### config.mk
export PLATFORM = sky130hd
export DESIGN_NAME = sfp_feeder_flat
export DESIGN_NICKNAME = d
export VERILOG_FILES = /design/src/rtl/sfp_feeder_if.sv /design/src/rtl/sfp_feeder.sv /design/src/flat_wrapper.sv
export SDC_FILE = /design/constraint.sdc
export NUM_CORES = 2
export LEC_CHECK = 0
export ABC_AREA = 0
export BUFFER_PORTS_ARGS = -buffer_cell sky130_fd_sc_hd__buf_4
export CAP_MARGIN = 25
export CORE_MARGIN = 10
export CORE_UTILIZATION = 45
export CTS_CLUSTER_SIZE = 24
export DETAILED_ROUTE_END_ITERATION = 7
export PLACE_DENSITY_LB_ADDON = 0.12
export SETUP_SLACK_MARGIN = 0.1
export SLEW_MARGIN = 40
export SYNTH_ARGS = -nofsm -noshare
export SYNTH_HDL_FRONTEND = slang
export SYNTH_SLANG_ARGS = --single-unit
### constraint.sdc
create_clock -name clk -period 16.2 [get_ports clk]
set_input_delay 1.62 -clock clk [delete_from_list [all_inputs] [get_ports clk]]
set_output_delay 1.62 -clock clk [all_outputs]
set_load 0.02 [all_outputs]
### src/rtl/sfp_feeder_if.sv
// sfp_feeder_if: job control, psum input stream and SFP-facing row stream.
// With PSUM_SAT_EN defined the interface also carries the sticky sat_flag.
interface sfp_feeder_if #(
  parameter int COL     = 8,
  parameter int BW_PSUM = 20,
  parameter int ADDR_W  = 4
);
  logic                     start;
  logic [ADDR_W:0]          num_rows;
  logic [3:0]               num_pass;
  logic                     in_valid;
  logic                     in_ready;
  logic [COL*BW_PSUM-1:0]   in_data;
  logic [COL*BW_PSUM-1:0]   sfp_data;
  logic                     acc;
  logic                     div;
  logic                     fifo_ext_rd;
  logic                     sfp_out_valid;
  logic                     busy;
  logic                     done;
`ifdef PSUM_SAT_EN
  logic                     sat_flag;
`endif

  modport master (
    output start, num_rows, num_pass, in_valid, in_data,
    input  in_ready, sfp_data, acc, div, fifo_ext_rd, sfp_out_valid, busy, done
`ifdef PSUM_SAT_EN
    , input sat_flag
`endif
  );

  modport slave (
    input  start, num_rows, num_pass, in_valid, in_data,
    output in_ready, sfp_data, acc, div, fifo_ext_rd, sfp_out_valid, busy, done
`ifdef PSUM_SAT_EN
    , output sat_flag
`endif
  );
endinterface

### src/rtl/sfp_feeder.sv
// sfp_feeder: accumulates psum row vectors over several passes into a row
// buffer, then replays the rows to the SFP twice (acc sweep, gap, div sweep).
// Optional macro PSUM_SAT_EN: saturating accumulation plus sticky sat_flag;
// when undefined, lanes wrap modulo 2^BW_PSUM.
module sfp_feeder #(
  parameter int COL     = 8,
  parameter int BW      = 8,
  parameter int BW_PSUM = 2*BW+4,
  parameter int ROWS    = 16,
  parameter int ADDR_W  = 4,
  parameter int GAP_CYC = 2
) (
  input  logic          clk,
  input  logic          reset,
  sfp_feeder_if.slave   bus
);
  localparam int VW = COL*BW_PSUM;
  localparam int RW = ADDR_W+1;

  typedef enum logic [2:0] {IDLE, ACCUM, EMIT_ACC, GAP, EMIT_DIV} state_t;

  state_t         state_q, state_d;
  logic [RW-1:0]  row_q, row_d, nrows_q, nrows_d;
  logic [3:0]     pass_q, pass_d, npass_q, npass_d;
  logic [VW-1:0]  rbuf_q [ROWS];
  logic [VW-1:0]  sfp_data_q, sfp_data_d;
  logic [VW-1:0]  cur_row, wr_val, rd_val;
  logic           acc_q, acc_d, div_q, div_d, ovld_q, done_q, done_d;
  logic           wr_en, last_row, start_ok;

  assign start_ok = bus.start && (bus.num_rows != '0) &&
                    (bus.num_rows <= RW'(ROWS)) && (bus.num_pass != '0);
  assign wr_en    = (state_q == ACCUM) && bus.in_valid;
  assign last_row = (row_q == nrows_q - RW'(1));
  assign cur_row  = rbuf_q[row_q[ADDR_W-1:0]];

`ifdef PSUM_SAT_EN
  logic [COL-1:0] clamp;
  logic           sat_q, sat_d;
`endif

  // Per-lane pass-0 overwrite or signed accumulate of the addressed row
  for (genvar l = 0; l < COL; l++) begin : g_lane
    logic signed [BW_PSUM-1:0] a, b;
    assign a = cur_row[l*BW_PSUM +: BW_PSUM];
    assign b = bus.in_data[l*BW_PSUM +: BW_PSUM];
`ifdef PSUM_SAT_EN
    logic signed [BW_PSUM:0] s;
    assign s        = {a[BW_PSUM-1], a} + {b[BW_PSUM-1], b};
    // sign bits disagree -> result left the representable range
    assign clamp[l] = s[BW_PSUM] != s[BW_PSUM-1];
    assign wr_val[l*BW_PSUM +: BW_PSUM] =
      (pass_q == '0) ? b :
      clamp[l]       ? {s[BW_PSUM], {(BW_PSUM-1){~s[BW_PSUM]}}} :
                       s[BW_PSUM-1:0];
`else
    logic signed [BW_PSUM-1:0] s;
    assign s = a + b;
    assign wr_val[l*BW_PSUM +: BW_PSUM] = (pass_q == '0) ? b : s;
`endif
  end

  // Output rows are loaded on entry to an emit state, so the row being read
  // may be the one written on that same edge (single-row jobs): bypass it.
  assign rd_val = (wr_en && (row_d == row_q)) ? wr_val : rbuf_q[row_d[ADDR_W-1:0]];

  // Row buffer write; contents need no reset
  always_ff @(posedge clk)
    if (wr_en) rbuf_q[row_q[ADDR_W-1:0]] <= wr_val;

  // State, counters and registered outputs
  always_ff @(posedge clk or posedge reset)
    if (reset) begin
      state_q    <= IDLE;
      row_q      <= '0;
      pass_q     <= '0;
      nrows_q    <= '0;
      npass_q    <= '0;
      sfp_data_q <= '0;
      acc_q      <= 1'b0;
      div_q      <= 1'b0;
      ovld_q     <= 1'b0;
      done_q     <= 1'b0;
`ifdef PSUM_SAT_EN
      sat_q      <= 1'b0;
`endif
    end else begin
      state_q    <= state_d;
      row_q      <= row_d;
      pass_q     <= pass_d;
      nrows_q    <= nrows_d;
      npass_q    <= npass_d;
      sfp_data_q <= sfp_data_d;
      acc_q      <= acc_d;
      div_q      <= div_d;
      ovld_q     <= div_q;
      done_q     <= done_d;
`ifdef PSUM_SAT_EN
      sat_q      <= sat_d;
`endif
    end

  // Next state; row_q doubles as beat row, emit index and gap counter
  always_comb begin
    state_d = state_q;
    row_d   = row_q;
    pass_d  = pass_q;
    nrows_d = nrows_q;
    npass_d = npass_q;
    unique case (state_q)
      IDLE:
        if (start_ok) begin
          state_d = ACCUM;
          row_d   = '0;
          pass_d  = '0;
          nrows_d = bus.num_rows;
          npass_d = bus.num_pass;
        end
      ACCUM:
        if (wr_en) begin
          if (last_row) begin
            row_d = '0;
            if (pass_q == npass_q - 4'd1) state_d = EMIT_ACC;
            else                          pass_d  = pass_q + 4'd1;
          end else row_d = row_q + RW'(1);
        end
      EMIT_ACC:
        if (last_row) begin state_d = GAP; row_d = '0; end
        else row_d = row_q + RW'(1);
      GAP:
        if (row_q == RW'(GAP_CYC-1)) begin state_d = EMIT_DIV; row_d = '0; end
        else row_d = row_q + RW'(1);
      EMIT_DIV:
        if (last_row) begin state_d = IDLE; row_d = '0; end
        else row_d = row_q + RW'(1);
      default: state_d = IDLE;
    endcase
  end

  // Output next-values, aligned with the state being entered
  always_comb begin
    acc_d      = (state_d == EMIT_ACC);
    div_d      = (state_d == EMIT_DIV);
    done_d     = (state_q == EMIT_DIV) && last_row;
    sfp_data_d = (acc_d || div_d) ? rd_val : sfp_data_q;
`ifdef PSUM_SAT_EN
    sat_d = sat_q;
    if ((state_q == IDLE) && bus.start)               sat_d = 1'b0;
    else if (wr_en && (pass_q != '0) && (|clamp))     sat_d = 1'b1;
`endif
  end

  assign bus.in_ready      = (state_q == ACCUM);
  assign bus.busy          = (state_q != IDLE);
  assign bus.sfp_data      = sfp_data_q;
  assign bus.acc           = acc_q;
  assign bus.div           = div_q;
  assign bus.fifo_ext_rd   = div_q;
  assign bus.sfp_out_valid = ovld_q;
  assign bus.done          = done_q;
`ifdef PSUM_SAT_EN
  assign bus.sat_flag      = sat_q;
`endif
endmodule

### src/flat_wrapper.sv
// flat-port wrapper written by rule: the top's interface ports become plain ports
module sfp_feeder_flat 
#(
  parameter int COL     = 8,
  parameter int BW      = 8,
  parameter int BW_PSUM = 2*BW+4,
  parameter int ROWS    = 16,
  parameter int ADDR_W  = 4,
  parameter int GAP_CYC = 2
)
  (clk, reset, bus_start, bus_num_rows, bus_num_pass, bus_in_valid, bus_in_data, bus_in_ready, bus_sfp_data, bus_acc, bus_div, bus_fifo_ext_rd, bus_sfp_out_valid, bus_busy, bus_done);
  sfp_feeder_if #(.COL(COL), .BW_PSUM(BW_PSUM), .ADDR_W(ADDR_W)) bus_i ();
  input  logic clk;
  input  logic reset;
  input wire logic [$bits(bus_i.start)-1:0] bus_start;
  input wire logic [$bits(bus_i.num_rows)-1:0] bus_num_rows;
  input wire logic [$bits(bus_i.num_pass)-1:0] bus_num_pass;
  input wire logic [$bits(bus_i.in_valid)-1:0] bus_in_valid;
  input wire logic [$bits(bus_i.in_data)-1:0] bus_in_data;
  output wire logic [$bits(bus_i.in_ready)-1:0] bus_in_ready;
  output wire logic [$bits(bus_i.sfp_data)-1:0] bus_sfp_data;
  output wire logic [$bits(bus_i.acc)-1:0] bus_acc;
  output wire logic [$bits(bus_i.div)-1:0] bus_div;
  output wire logic [$bits(bus_i.fifo_ext_rd)-1:0] bus_fifo_ext_rd;
  output wire logic [$bits(bus_i.sfp_out_valid)-1:0] bus_sfp_out_valid;
  output wire logic [$bits(bus_i.busy)-1:0] bus_busy;
  output wire logic [$bits(bus_i.done)-1:0] bus_done;
  assign bus_i.start = bus_start;
  assign bus_i.num_rows = bus_num_rows;
  assign bus_i.num_pass = bus_num_pass;
  assign bus_i.in_valid = bus_in_valid;
  assign bus_i.in_data = bus_in_data;
  assign bus_in_ready = bus_i.in_ready;
  assign bus_sfp_data = bus_i.sfp_data;
  assign bus_acc = bus_i.acc;
  assign bus_div = bus_i.div;
  assign bus_fifo_ext_rd = bus_i.fifo_ext_rd;
  assign bus_sfp_out_valid = bus_i.sfp_out_valid;
  assign bus_busy = bus_i.busy;
  assign bus_done = bus_i.done;
  sfp_feeder #(.COL(COL), .BW(BW), .BW_PSUM(BW_PSUM), .ROWS(ROWS), .ADDR_W(ADDR_W), .GAP_CYC(GAP_CYC)) u_core (.clk(clk), .reset(reset), .bus(bus_i));
endmodule
==> impl_metrics.yaml <==
status:
  status: "completed"
yosys:
  synth_top_area_share_pct: 56.9
  synth_area_leaders: "edfxtp_1 57%, mux4_2 13%, nand2_1 6.8%, dfrtp_1 3.4%, nand3_1 2.7%"
  synthAdderAreaFrac_pct: 1.60
  synth_largest_area_cell: "edfxtp_1"
  syn_area_per_cell_sq_um: 13.3
  synthXorXnorAreaFrac_pct: 1.02
  synth_compound_area_share_pct: 6.30
  synth_most_common_cell: "edfxtp_1"
  synth_cells: 10138
  synthMuxAreaShare_pct: 15.0
  synth_flop_cell: "edfxtp_1"
  synth_simple_gate_area_share_pct: 13.1
  yosysWarnings: 0
  synth_top_family_by_area: "multiplexers"
  syn-num-nets: 10479
  synth_cell_types: 98
  syn_area_sq_um: 135000
  ys_seq_elements: 2745
  ys_seq_area_share_pct: 60.3
  synth_edf_count: 2560
  synthTopCellsByCount: "2,560 x edfxtp_1, 2,438 x nand2_1, 800 x mux4_2"
  synthArstFlopShare_pct: 6.74
worst_setup_path:
  crit_top_cell: "buf_4"
  crit_chain: "buf_4 -> buf_4 -> buf_4 -> mux4_2 -> mux4_2 -> ha_1 -> o211ai_1 -> o211ai_1 -> nand4_1 -> o221ai_1 -> a41oi_1 -> a21oi_1 -> xor2_1 -> nand2_1 -> xnor2_2 -> a221o_1"
  cp_top_family: "compound AO/OA/AOI/OAI gates"
  slowest_stage: "dfrtp_4"
  reg2reg_to: "u_core.bus.sfp_data[139]"
  cpPeakStageDelay_ns: 0.79
  end_kind: "register"
  start_kind: "register"
  path_class: "register to register"
  path_buf_inv: 3
  ff2ff_path_depth: 16
  path_max_fanout: 43
  reg2reg_slack_ns: 8.44
  critPathArrivalTime_ns: 8.61
  r2r-start: "u_core.row_q[1]"
  required_ns: 17.05
routing:
  wirelength_um: 499000
  drt-wirelength-per-cell_um: 34.2
  num_vias: 96500
  first_iter_violations: 14049
  drtAntennaViolNets: 0
  drc_errors: 0
  viasPerCell: 6.62
  first_pass_iters: 6
die:
  start_util_pct: 45.1
  io_pins: 340
  coreArea_sq_um: 300000
  die_y_um: 568
  die_w_um: 568
  dieArea_sq_um: 323000
  rows: 201
sta:
  fmax_ghz: 0.129
  hold_violations: 0
  worst_clock_skew_ns: 0.0568
  worstMarginPinSlew_ns: 0.946
  setup_tns_ns: 0
  worst_slew_margin_rel_pct: 36.9
  period_needed_ns: 7.76
  grt_setup_unrepaired: "false"
  finalCritPeriodShare_pct: 47.9
  finalSetupViolations: 0
  setup_slack_ns: 8.44
  slew_violations: 0
clocking:
  clkTransAtPathRegs_ns: 0.06
  cts_buffers: 308
  cts.path.max_buffers: 4
  clk_latency_ns: 0.94
  cts_tree: "done"
  cts.sinks: 2745
  hold_buffers: 0
  htree_levels: 5
  cts_resized: 0
  clock-root-buffer: "clkbuf_16"
  postCtsSetupRepairBufs: 0
power:
  p_int_uw: 22000
  leakage_uw: 0.0532
  power_frac_comb_pct: 50.3
  p_seq_share_pct: 31.4
  power.share.switching_pct: 43.2
  power_density_nw_per_um2: 253
  pwr-share-clk_pct: 18.3
  irDropWorstVdd_v: 0.000205
  p_sw_uw: 16700
global_route:
  grt_overflow: 0
  grt_pass1_vias: 93645
  grt_max_degree: 176
  grt_usage_pct: 29.8
  grt_use_met2_pct: 46.6
  grt_pass1_wl_um: 703000
  grt-busiest-layer: "met2"
  antenna_found_initial: 22
  grt_use_met1_pct: 41.1
  grtUsageMet3_pct: 5.38
worst_hold_path:
  hold_path_end: "u_core.bus.sfp_out_valid"
  hold_path_class: "register to register"
  hp-start: "u_core.bus.div"
  hold_depth: 0
placed_design:
  hpwl_um: 284000
  routabilityCongestion: 0.851
  io_buffers: 339
  pre_cts_ws_ns: 8.57
run:
  drv_cap: 0
final_layout:
  drive_gt1_share_pct: 19.4
  nNetsFinal: 10686
  area_growth_pct: 13.3
worst register-to-register path: stages, from the launching register on:
cell and delay (ns):
dfrtp_4 0.79, buf_4 0.61, buf_4 0.59, buf_4 0.66, mux4_2 0.46, mux4_2 0.50, ha_1 0.38, o211ai_1 0.16
o211ai_1 0.21, nand4_1 0.46, o221ai_1 0.79, a41oi_1 0.30, a21oi_1 0.60, xor2_1 0.21, nand2_1 0.12, xnor2_2 0.61
a221o_1 0.25
stage by stage:
step                      instances  util [%]  power (uW)  hold WS [ns]  area (sq um)
final                         14575      51.1       38700         0.465        153000
after global routing          14561      51.1       40400         0.485        153000
after floorplan               10138         -       24400         0.500        135000
after detailed placement      13983      47.7       31400         0.446        143000
after global placement        13958      47.4       30900         0.425        142000
after CTS                     14549      51.0       38500         0.467        153000
sequential cells by signal (all words and copies together) (netlist names), 3 cells and up:
signal               count
u_core.row_q             5
u_core.npass_q           4
u_core.state_q           3
u_core.pass_q            4
u_core.rbuf_q         2560
u_core.bus.sfp_data    160
u_core.nrows_q           5
power groups by stage:
stage | Sequential [uW] | Combinational (uW) | Clock, uW
3_3_place_gp | 12300 | 18600 | 0
6_report | 12200 | 19500 | 7070
2_1_floorplan | 12300 | 12100 | 0
3_5_place_dp | 12300 | 19100 | 0
4_1_cts | 12200 | 19200 | 7140
5_1_grt | 12200 | 20800 | 7420
how the worst max path moves through the flow:
stage                     from                       end  slack (ns)  cells after the start
6_report       u_core.row_q[1]  u_core.bus.sfp_data[139]        8.44                     16
5_1_grt        u_core.row_q[0]      u_core.rbuf_q[5][19]        8.06                     17
4_1_cts        u_core.row_q[0]     u_core.rbuf_q[11][19]        8.49                     16
3_5_place_dp   u_core.row_q[0]      u_core.rbuf_q[7][19]        8.57                     16
3_3_place_gp   u_core.row_q[0]     u_core.rbuf_q[12][79]        8.17                     15
2_1_floorplan     bus_in_valid       u_core.rbuf_q[1][0]        2.84                      2
metal layers:
layer	vias to the layer above	part of all wire, %
met5	-	0.0092
met3	1139	10
met4	8	5.1
li1	39604	-
met2	6185	46
met1	49564	39
logic make-up (layout without fill, tap and decap cells):
family / after synthesis / in the layout
simple gates: 4000 / 4000
flops: 2745 / 2745
compound gates: 1243 / 1243
mux: 1026 / 1026
buf+inv: 799 / 1262
fa+ha+maj: 168 / 168
xor+xnor: 157 / 157
other cells: 0 / 16
layout make-up:
cell class	count	area, sq um
clock inverter	147	1540
timing repair buffer	641	5830
antenna	16	40.0
inverter	55	249
clock buffer	419	8490
fill	25082	146000
tap	3958	4950
sequential	2745	81500
multi-input combinational	6594	50500
cells in the final DEF (no fill, tap or decap), types with 116 or more instances in the layout:
cell	n
mux2i_1	205
nand3_1	719
a31oi_1	130
buf_4	537
clkbuf_16	313
ha_1	160
dfrtp_1	181
mux4_2	800
nor2_1	163
nand2_1	2433
and3_1	291
edfxtp_1	2560
a311oi_1	191
a21oi_1	250
o21ai_0	177
nand4_1	116
(Power assumes the default switching activity.)
